==> src/rtl/v_exec_ctrl_pkg.sv <==
// Shared types and constants for the vector execute controller: VALU opcode
// encodings, vector register geometry, FSM state encoding and default latencies.
package v_exec_ctrl_pkg;

  localparam int ALU_OP_W = 3;
  localparam int LANE_W   = 16;
  localparam int NLANES   = 4;
  localparam int VREG_W   = LANE_W * NLANES;

  localparam logic [ALU_OP_W-1:0] VALU_OP_NOP = 3'd0;
  localparam logic [ALU_OP_W-1:0] VALU_OP_ADD = 3'd1;
  localparam logic [ALU_OP_W-1:0] VALU_OP_MUL = 3'd2;

  localparam int VEXEC_ADD_LAT = 1;
  localparam int VEXEC_MUL_LAT = 3;

  typedef enum logic [1:0] {
    VEXEC_IDLE = 2'd0,
    VEXEC_EXEC = 2'd1,
    VEXEC_WB   = 2'd2
  } vexec_state_t;

endpackage

==> src/rtl/v_exec_ctrl_if.sv <==
// Issue, ALU and writeback signals of the vector execute controller.
// slave = the controller itself, master = the surrounding decode/ALU/regfile.
interface v_exec_ctrl_if
  import v_exec_ctrl_pkg::*;
#(
  parameter int VADDR_W = 5,
  parameter int NVREG   = 32
);

  logic                issue_valid_i;
  logic                issue_ready_o;
  logic [ALU_OP_W-1:0] issue_opcode_i;
  logic [VADDR_W-1:0]  issue_vd_i;
  logic [VREG_W-1:0]   issue_v1_i;
  logic [VREG_W-1:0]   issue_v2_i;

  logic [ALU_OP_W-1:0] alu_opcode_o;
  logic [VREG_W-1:0]   alu_v1_o;
  logic [VREG_W-1:0]   alu_v2_o;
  logic [VREG_W-1:0]   alu_result_i;

  logic                wb_valid_o;
  logic                wb_ready_i;
  logic [VADDR_W-1:0]  wb_vd_o;
  logic [VREG_W-1:0]   wb_data_o;

  logic [NVREG-1:0]    pend_mask_o;
  logic                busy_o;
  logic                illegal_o;

  modport slave (
    input  issue_valid_i, issue_opcode_i, issue_vd_i, issue_v1_i, issue_v2_i,
    input  alu_result_i, wb_ready_i,
    output issue_ready_o, alu_opcode_o, alu_v1_o, alu_v2_o,
    output wb_valid_o, wb_vd_o, wb_data_o, pend_mask_o, busy_o, illegal_o
  );

  modport master (
    output issue_valid_i, issue_opcode_i, issue_vd_i, issue_v1_i, issue_v2_i,
    output alu_result_i, wb_ready_i,
    input  issue_ready_o, alu_opcode_o, alu_v1_o, alu_v2_o,
    input  wb_valid_o, wb_vd_o, wb_data_o, pend_mask_o, busy_o, illegal_o
  );

endinterface

==> src/rtl/v_exec_lat_cnt.sv <==
// Loadable down-counter with a zero flag; times how long ALU inputs are held.
module v_exec_lat_cnt #(
  parameter int CNT_W = 2
) (
  input  logic             clk,
  input  logic             rst,
  input  logic             load,
  input  logic             dec,
  input  logic [CNT_W-1:0] load_val,
  output logic             zero
);

  logic [CNT_W-1:0] cnt;

  always_ff @(posedge clk or negedge rst) begin
    if (!rst) begin
      cnt <= '0;
    end else if (load) begin
      cnt <= load_val;
    end else if (dec) begin
      cnt <= cnt - 1'b1;
    end
  end

  assign zero = (cnt == '0);

endmodule

==> src/rtl/v_exec_ctrl.sv <==
// Single-op issue/sequencing controller in front of the combinational vector ALU:
// holds operands for an opcode-dependent latency, then presents the result for writeback.
module v_exec_ctrl
  import v_exec_ctrl_pkg::*;
#(
  parameter int ADD_LAT = VEXEC_ADD_LAT,
  parameter int MUL_LAT = VEXEC_MUL_LAT,
  parameter int VADDR_W = 5,
  parameter int NVREG   = 32
) (
  input logic          clk,
  input logic          rst,
  v_exec_ctrl_if.slave bus
);

  localparam int MAX_LAT = (ADD_LAT > MUL_LAT) ? ADD_LAT : MUL_LAT;
  localparam int CNT_W   = (MAX_LAT > 1) ? $clog2(MAX_LAT) : 1;

  vexec_state_t        state;
  logic [ALU_OP_W-1:0] op_r;
  logic [VREG_W-1:0]   v1_r;
  logic [VREG_W-1:0]   v2_r;
  logic [VADDR_W-1:0]  vd_r;
  logic                wb_valid_r;
  logic [VREG_W-1:0]   wb_data_r;
  logic [NVREG-1:0]    pend_r;
  logic                illegal_r;

  logic                ready;
  logic                fire;
  logic                op_valid;
  logic                op_known;
  logic                cnt_zero;
  logic [CNT_W-1:0]    lat_m1;

  assign op_valid = (bus.issue_opcode_i == VALU_OP_ADD) || (bus.issue_opcode_i == VALU_OP_MUL);
  assign op_known = op_valid || (bus.issue_opcode_i == VALU_OP_NOP);
  // Accepting in WB lets a new op overlap the retiring writeback's accept cycle.
  assign ready    = (state == VEXEC_IDLE) || ((state == VEXEC_WB) && bus.wb_ready_i);
  assign fire     = bus.issue_valid_i && ready;
  assign lat_m1   = (bus.issue_opcode_i == VALU_OP_MUL) ? CNT_W'(MUL_LAT - 1)
                                                        : CNT_W'(ADD_LAT - 1);

  v_exec_lat_cnt #(.CNT_W(CNT_W)) u_lat_cnt (
    .clk      (clk),
    .rst      (rst),
    .load     (fire && op_valid),
    .dec      ((state == VEXEC_EXEC) && !cnt_zero),
    .load_val (lat_m1),
    .zero     (cnt_zero)
  );

  always_ff @(posedge clk or negedge rst) begin
    if (!rst) begin
      state      <= VEXEC_IDLE;
      op_r       <= VALU_OP_NOP;
      v1_r       <= '0;
      v2_r       <= '0;
      vd_r       <= '0;
      wb_valid_r <= 1'b0;
      wb_data_r  <= '0;
      pend_r     <= '0;
      illegal_r  <= 1'b0;
    end else begin
      illegal_r <= fire && !op_known;
      case (state)
        VEXEC_EXEC: begin
          if (cnt_zero) begin
            wb_data_r  <= bus.alu_result_i;
            wb_valid_r <= 1'b1;
            op_r       <= VALU_OP_NOP;
            state      <= VEXEC_WB;
          end
        end
        VEXEC_IDLE, VEXEC_WB: begin
          if ((state == VEXEC_WB) && bus.wb_ready_i) begin
            wb_valid_r <= 1'b0;
            pend_r     <= '0;
            state      <= VEXEC_IDLE;
          end
          // Later assignments win: a new op's pending bit overrides the retire clear.
          if (fire) begin
            v1_r <= bus.issue_v1_i;
            v2_r <= bus.issue_v2_i;
            vd_r <= bus.issue_vd_i;
            if (op_valid) begin
              op_r   <= bus.issue_opcode_i;
              pend_r <= {{(NVREG-1){1'b0}}, 1'b1} << bus.issue_vd_i;
              state  <= VEXEC_EXEC;
            end else begin
              op_r <= VALU_OP_NOP;
            end
          end
        end
        default: state <= VEXEC_IDLE;
      endcase
    end
  end

  assign bus.issue_ready_o = ready;
  assign bus.alu_opcode_o  = op_r;
  assign bus.alu_v1_o      = v1_r;
  assign bus.alu_v2_o      = v2_r;
  assign bus.wb_valid_o    = wb_valid_r;
  assign bus.wb_vd_o       = vd_r;
  assign bus.wb_data_o     = wb_data_r;
  assign bus.pend_mask_o   = pend_r;
  assign bus.busy_o        = (state != VEXEC_IDLE);
  assign bus.illegal_o     = illegal_r;

endmodule

==> src/flat_wrapper.sv <==
// flat-port wrapper written by rule: the top's interface ports become plain ports
module v_exec_ctrl_flat import v_exec_ctrl_pkg::*;
#(
  parameter int ADD_LAT = VEXEC_ADD_LAT,
  parameter int MUL_LAT = VEXEC_MUL_LAT,
  parameter int VADDR_W = 5,
  parameter int NVREG   = 32
)
  (clk, rst, bus_issue_valid_i, bus_issue_opcode_i, bus_issue_vd_i, bus_issue_v1_i, bus_issue_v2_i, bus_alu_result_i, bus_wb_ready_i, bus_issue_ready_o, bus_alu_opcode_o, bus_alu_v1_o, bus_alu_v2_o, bus_wb_valid_o, bus_wb_vd_o, bus_wb_data_o, bus_pend_mask_o, bus_busy_o, bus_illegal_o);
  v_exec_ctrl_if #(.VADDR_W(VADDR_W), .NVREG(NVREG)) bus_i ();
  input logic clk;
  input logic rst;
  input wire logic [$bits(bus_i.issue_valid_i)-1:0] bus_issue_valid_i;
  input wire logic [$bits(bus_i.issue_opcode_i)-1:0] bus_issue_opcode_i;
  input wire logic [$bits(bus_i.issue_vd_i)-1:0] bus_issue_vd_i;
  input wire logic [$bits(bus_i.issue_v1_i)-1:0] bus_issue_v1_i;
  input wire logic [$bits(bus_i.issue_v2_i)-1:0] bus_issue_v2_i;
  input wire logic [$bits(bus_i.alu_result_i)-1:0] bus_alu_result_i;
  input wire logic [$bits(bus_i.wb_ready_i)-1:0] bus_wb_ready_i;
  output wire logic [$bits(bus_i.issue_ready_o)-1:0] bus_issue_ready_o;
  output wire logic [$bits(bus_i.alu_opcode_o)-1:0] bus_alu_opcode_o;
  output wire logic [$bits(bus_i.alu_v1_o)-1:0] bus_alu_v1_o;
  output wire logic [$bits(bus_i.alu_v2_o)-1:0] bus_alu_v2_o;
  output wire logic [$bits(bus_i.wb_valid_o)-1:0] bus_wb_valid_o;
  output wire logic [$bits(bus_i.wb_vd_o)-1:0] bus_wb_vd_o;
  output wire logic [$bits(bus_i.wb_data_o)-1:0] bus_wb_data_o;
  output wire logic [$bits(bus_i.pend_mask_o)-1:0] bus_pend_mask_o;
  output wire logic [$bits(bus_i.busy_o)-1:0] bus_busy_o;
  output wire logic [$bits(bus_i.illegal_o)-1:0] bus_illegal_o;
  assign bus_i.issue_valid_i = bus_issue_valid_i;
  assign bus_i.issue_opcode_i = bus_issue_opcode_i;
  assign bus_i.issue_vd_i = bus_issue_vd_i;
  assign bus_i.issue_v1_i = bus_issue_v1_i;
  assign bus_i.issue_v2_i = bus_issue_v2_i;
  assign bus_i.alu_result_i = bus_alu_result_i;
  assign bus_i.wb_ready_i = bus_wb_ready_i;
  assign bus_issue_ready_o = bus_i.issue_ready_o;
  assign bus_alu_opcode_o = bus_i.alu_opcode_o;
  assign bus_alu_v1_o = bus_i.alu_v1_o;
  assign bus_alu_v2_o = bus_i.alu_v2_o;
  assign bus_wb_valid_o = bus_i.wb_valid_o;
  assign bus_wb_vd_o = bus_i.wb_vd_o;
  assign bus_wb_data_o = bus_i.wb_data_o;
  assign bus_pend_mask_o = bus_i.pend_mask_o;
  assign bus_busy_o = bus_i.busy_o;
  assign bus_illegal_o = bus_i.illegal_o;
  v_exec_ctrl #(.ADD_LAT(ADD_LAT), .MUL_LAT(MUL_LAT), .VADDR_W(VADDR_W), .NVREG(NVREG)) u_core (.clk(clk), .rst(rst), .bus(bus_i));
endmodule
==> config.mk <==
export PLATFORM = sky130hd
export DESIGN_NAME = v_exec_ctrl_flat
export DESIGN_NICKNAME = d
export VERILOG_FILES = /design/src/rtl/v_exec_ctrl_pkg.sv /design/src/rtl/v_exec_ctrl_if.sv /design/src/rtl/v_exec_lat_cnt.sv /design/src/rtl/v_exec_ctrl.sv /design/src/flat_wrapper.sv
export SDC_FILE = /design/constraint.sdc
export NUM_CORES = 1
export LEC_CHECK = 0
export CORE_AREA = 8 8 164 166
export DETAILED_ROUTE_END_ITERATION = 12
export DIE_AREA = 0 0 172 174
export PLACE_DENSITY = 0.76
export SYNTH_ARGS = -nofsm -noshare
export SYNTH_HDL_FRONTEND = slang
export SYNTH_SLANG_ARGS = --single-unit
==> constraint.sdc <==
create_clock -name clk -period 2.3 [get_ports clk]
set_input_delay 0.46 -clock clk [delete_from_list [all_inputs] [get_ports clk]]
set_output_delay 0.46 -clock clk [all_outputs]
set_load 0.01 [all_outputs]
==> results.tsv <==
metric	value	unit
Mapped Area	9220	µm²
Worst Tran Pin Value	0.542	ns
Met1 Routed Length	11100	µm
Clock Sinks	238	
status	completed	
post-layout instance area	14900	µm²
DPL Wire Length	23100	µm
share of layout cells above drive strength 1	0.122	
Clock Power Share	0.196	
I/O pins	440	
drt first pass iters	4	
port bufs	439	
Comb power frac	0.431	
number of hold violations in the final report	0	
mean number of vias per cell	4.67	
Post-DP Area	14100	µm²
Max Cap Violations	0	
Die Area	29900	µm²
post-synthesis mux area share	0.275	
Final Routed Wirelength	30000	µm
Finished Layout Cells	1410	
DR WL/cell	21.3	µm
hold crit path type	in -> async	
flops & latches, synth	238	
Net Sw Frac	0.304	
critical path endpoint category	output port	
Final ANT Viol Nets	0	
WP buf/inv	1	
top-area cell type share of the netlist area	0.646	
Fmax	0.495	GHz
highest metal used	met5	
die height	174	µm
Area contributors post-synth	dfrtp_1 (65%), mux2_1 (15%), mux2_2 (9.0%)	
Synth Warn #	0	
worst path arrival time	1.56	ns
count of pins over their slew limit	0	
WP data required	1.84	ns
P_leak	0.00633	µW
post-CTS setup buffers	0	
wire length on met3	3230	µm
H-tree lvl count	1	
final RePlAce weighted congestion	0.801	
power per standard cell area	1260	nW/µm²
Die W	172	µm
vias in the first global route	7220	
NumNets Final	1270	
Yosys top cell by area	dfrtp_1	
Distinct cells, synth	31	
gr usage total	0.194	
largest net degree at the start of global routing	72	
unrepaired setup endpoints after global routing	no	
largest family of logic cells by synthesized area	multiplexers	
Initial Util	0.376	
first-pass GRT wire length	44700	µm
CP delay by family, top	flip-flops	
vias	6589	
Final Cycle Share	0.878	
simple-gate share of the synthesized area	0.0486	
setup TNS	0	ns
Slew Limit Headroom	0.638	
CP max stage cell	dfrtp_1	
Num CTS Buffers	25	
max incr delay on CP	0.44	ns
CTS tree	yes	
Adder-Cell Fraction of Synth Area	0.00136	
initial antenna violation count	1	
root buffer cell	clkbuf_16	
Core Area	24500	µm²
# fillers	2009	
cell count after placement	1367	
# rows	58	
Starting DRT DRC Count	389	
VDD IR max	0.000790	V
critical-path cell list	nor2b_4, nor2_1, dlygate4sd2_1	
Final Setup Violations	0	
Startpoint Class	flip-flop	
routed length on met2	15000	µm
worst setup path category	reg -> out	
post-synthesis sequential area ratio	0.646	
DRC Markers	0	
Max Root-Sink Buffers	3	
area grow syn2layout	61.3	%
mean area per synthesized cell	15.1	µm²
GRT overflow	0	
internal power	13100	µW
Worst-path clk slew	0.06	ns
Post-Syn Instances	611	
Compound-Gate Fraction of Synth Area	0.00638	
Switch Pwr	5700	µW
sequential power share	0.373	
worst-path fanout max	7	
Clock Skew	0.00448	ns
Tmin final	2.02	ns
later-pin clock latency in the skew report	0.51	ns
Net Count, Synth	816	
Synth Area in XOR/XNOR	0.00190	
metal layers:
layer / vias up / GRT usage
li1: 3016 / -
met1: 3252 / 0.221
met2: 275 / 0.338
met3: 44 / 0.0710
met4: 2 / 0.0507
met5: - / 0
flip-flops by register name (all words and copies together) (netlist names):
signal	flops
u_core.bus.illegal_o	1
u_core.state	2
u_core.bus.pend_mask_o	32
u_core.bus.alu_opcode_o	3
u_core.bus.wb_data_o	64
u_core.bus.wb_vd_o	5
u_core.bus.wb_valid_o	1
u_core.u_lat_cnt.cnt	2
u_core.bus.alu_v1_o	64
u_core.bus.alu_v2_o	64
per-stage QoR:
step | utilization | hold WS [ns] | worst slack [ns] | total power [µW]
2_1_floorplan | - | 0.164 | 0.694 | 10000
3_5_place_dp | 0.576 | 0.363 | 0.00715 | 15300
5_1_grt | 0.606 | 0.433 | 0.223 | 19800
4_1_cts | 0.606 | 0.402 | 0.0279 | 19100
3_3_place_gp | 0.576 | 0.357 | -0.0316 | 15100
6_report | 0.606 | 0.414 | 0.280 | 18800
cell type report:
| class | instances | area, µm² | share of cell area |
|---|---|---|---|
| Antenna cell | 1 | 2.50 | 0.000168 |
| Clock buffer | 38 | 714 | 0.0480 |
| Clock inverter | 3 | 15.0 | 0.00101 |
| Inverter | 4 | 15.0 | 0.00101 |
| Multi-Input combinational cell | 336 | 3080 | 0.207 |
| Sequential cell | 238 | 5960 | 0.401 |
| Tap cell | 330 | 413 | 0.0278 |
| Timing Repair Buffer | 460 | 4670 | 0.314 |
power by group through the flow:
stage / combinational, µW / clock (µW) / sequential [µW]
CTS: 8260 / 3810 / 6990
global placement: 8120 / 0 / 6940
global route: 8580 / 3960 / 7230
finish: 8090 / 3680 / 6990
floorplan: 2180 / 0 / 7840
detailed placement: 8240 / 0 / 7040
cell usage in the layout, fill, tap and decap left out, types with 3 or more instances in the layout:
cell type,count
clkbuf_16,25
clkinv_2,3
inv_1,4
nand2_1,65
mux2_1,123
mux2_2,74
buf_12,9
nand2b_1,4
buf_4,11
and3b_1,3
nor2_1,4
clkbuf_8,4
mux2i_1,32
nor3b_1,4
o21ai_0,3
clkbuf_1,9
clkdlybuf4s50_1,436
dfrtp_1,237
synthesized netlist by cell type:
cell type	number
mux2_1	123
mux2_2	74
nand2b_1	4
and3b_1	3
a221oi_1	1
nor2_1	5
or4_4	1
o41ai_1	1
nor3b_1	4
o211ai_1	1
or4b_1	1
and3_1	2
xnor2_1	2
a21oi_1	2
nor2b_1	2
nand2_1	65
nand3b_1	2
buf_1	7
nor3_1	2
dfrtp_1	238
buf_6	4
nor2b_4	1
o21ai_0	3
or2_2	1
mux2i_1	32
a31o_1	1
buf_2	17
and2_1	2
clkbuf_1	5
inv_1	4
ha_1	1
final timing paths:
path	to	slack, ns	from	depth (start not counted)
min in group clk	u_core.bus.alu_v1_o[52]	0.48	u_core.bus.alu_v1_o[52]	1
hold reg to reg	u_core.bus.alu_v1_o[52]	0.48	u_core.bus.alu_v1_o[52]	1
setup reg to reg	u_core.bus.pend_mask_o[12]	0.48	u_core.state[0]	4
max in group asynchronous	u_core.bus.alu_v2_o[13]	1.17	rst	3
setup / recovery	bus_issue_ready_o	0.28	u_core.state[1]	3
hold / removal	u_core.bus.wb_vd_o[3]	0.41	rst	2
worst register-to-register path: cells and delay by family, from the launching register on:
kind / cells / cell delay [ns]
buf+inv: 1 / 0.22
flops: 1 / 0.47
mux: 1 / 0.22
simple gates: 2 / 0.83
kinds of logic (layout without fill, tap and decap cells):
logic type      after synthesis  after routing
flops                       238            238
buf+inv                      37            505
other cells                   0              1
simple gates                 95             95
fa+ha+maj                     1              1
mux                         229            229
xor+xnor                      2              2
compound gates                9              9
what timing repair did:
item / 4_1_cts / 5_1_grt
gates resized for setup: 2 / 1
hold endpoints to repair: 33 / 0
hold buffers: 1 / 0
endpoints found under the setup margin: 2 / 1
Note: power is estimated with default switching activity, not from simulation.
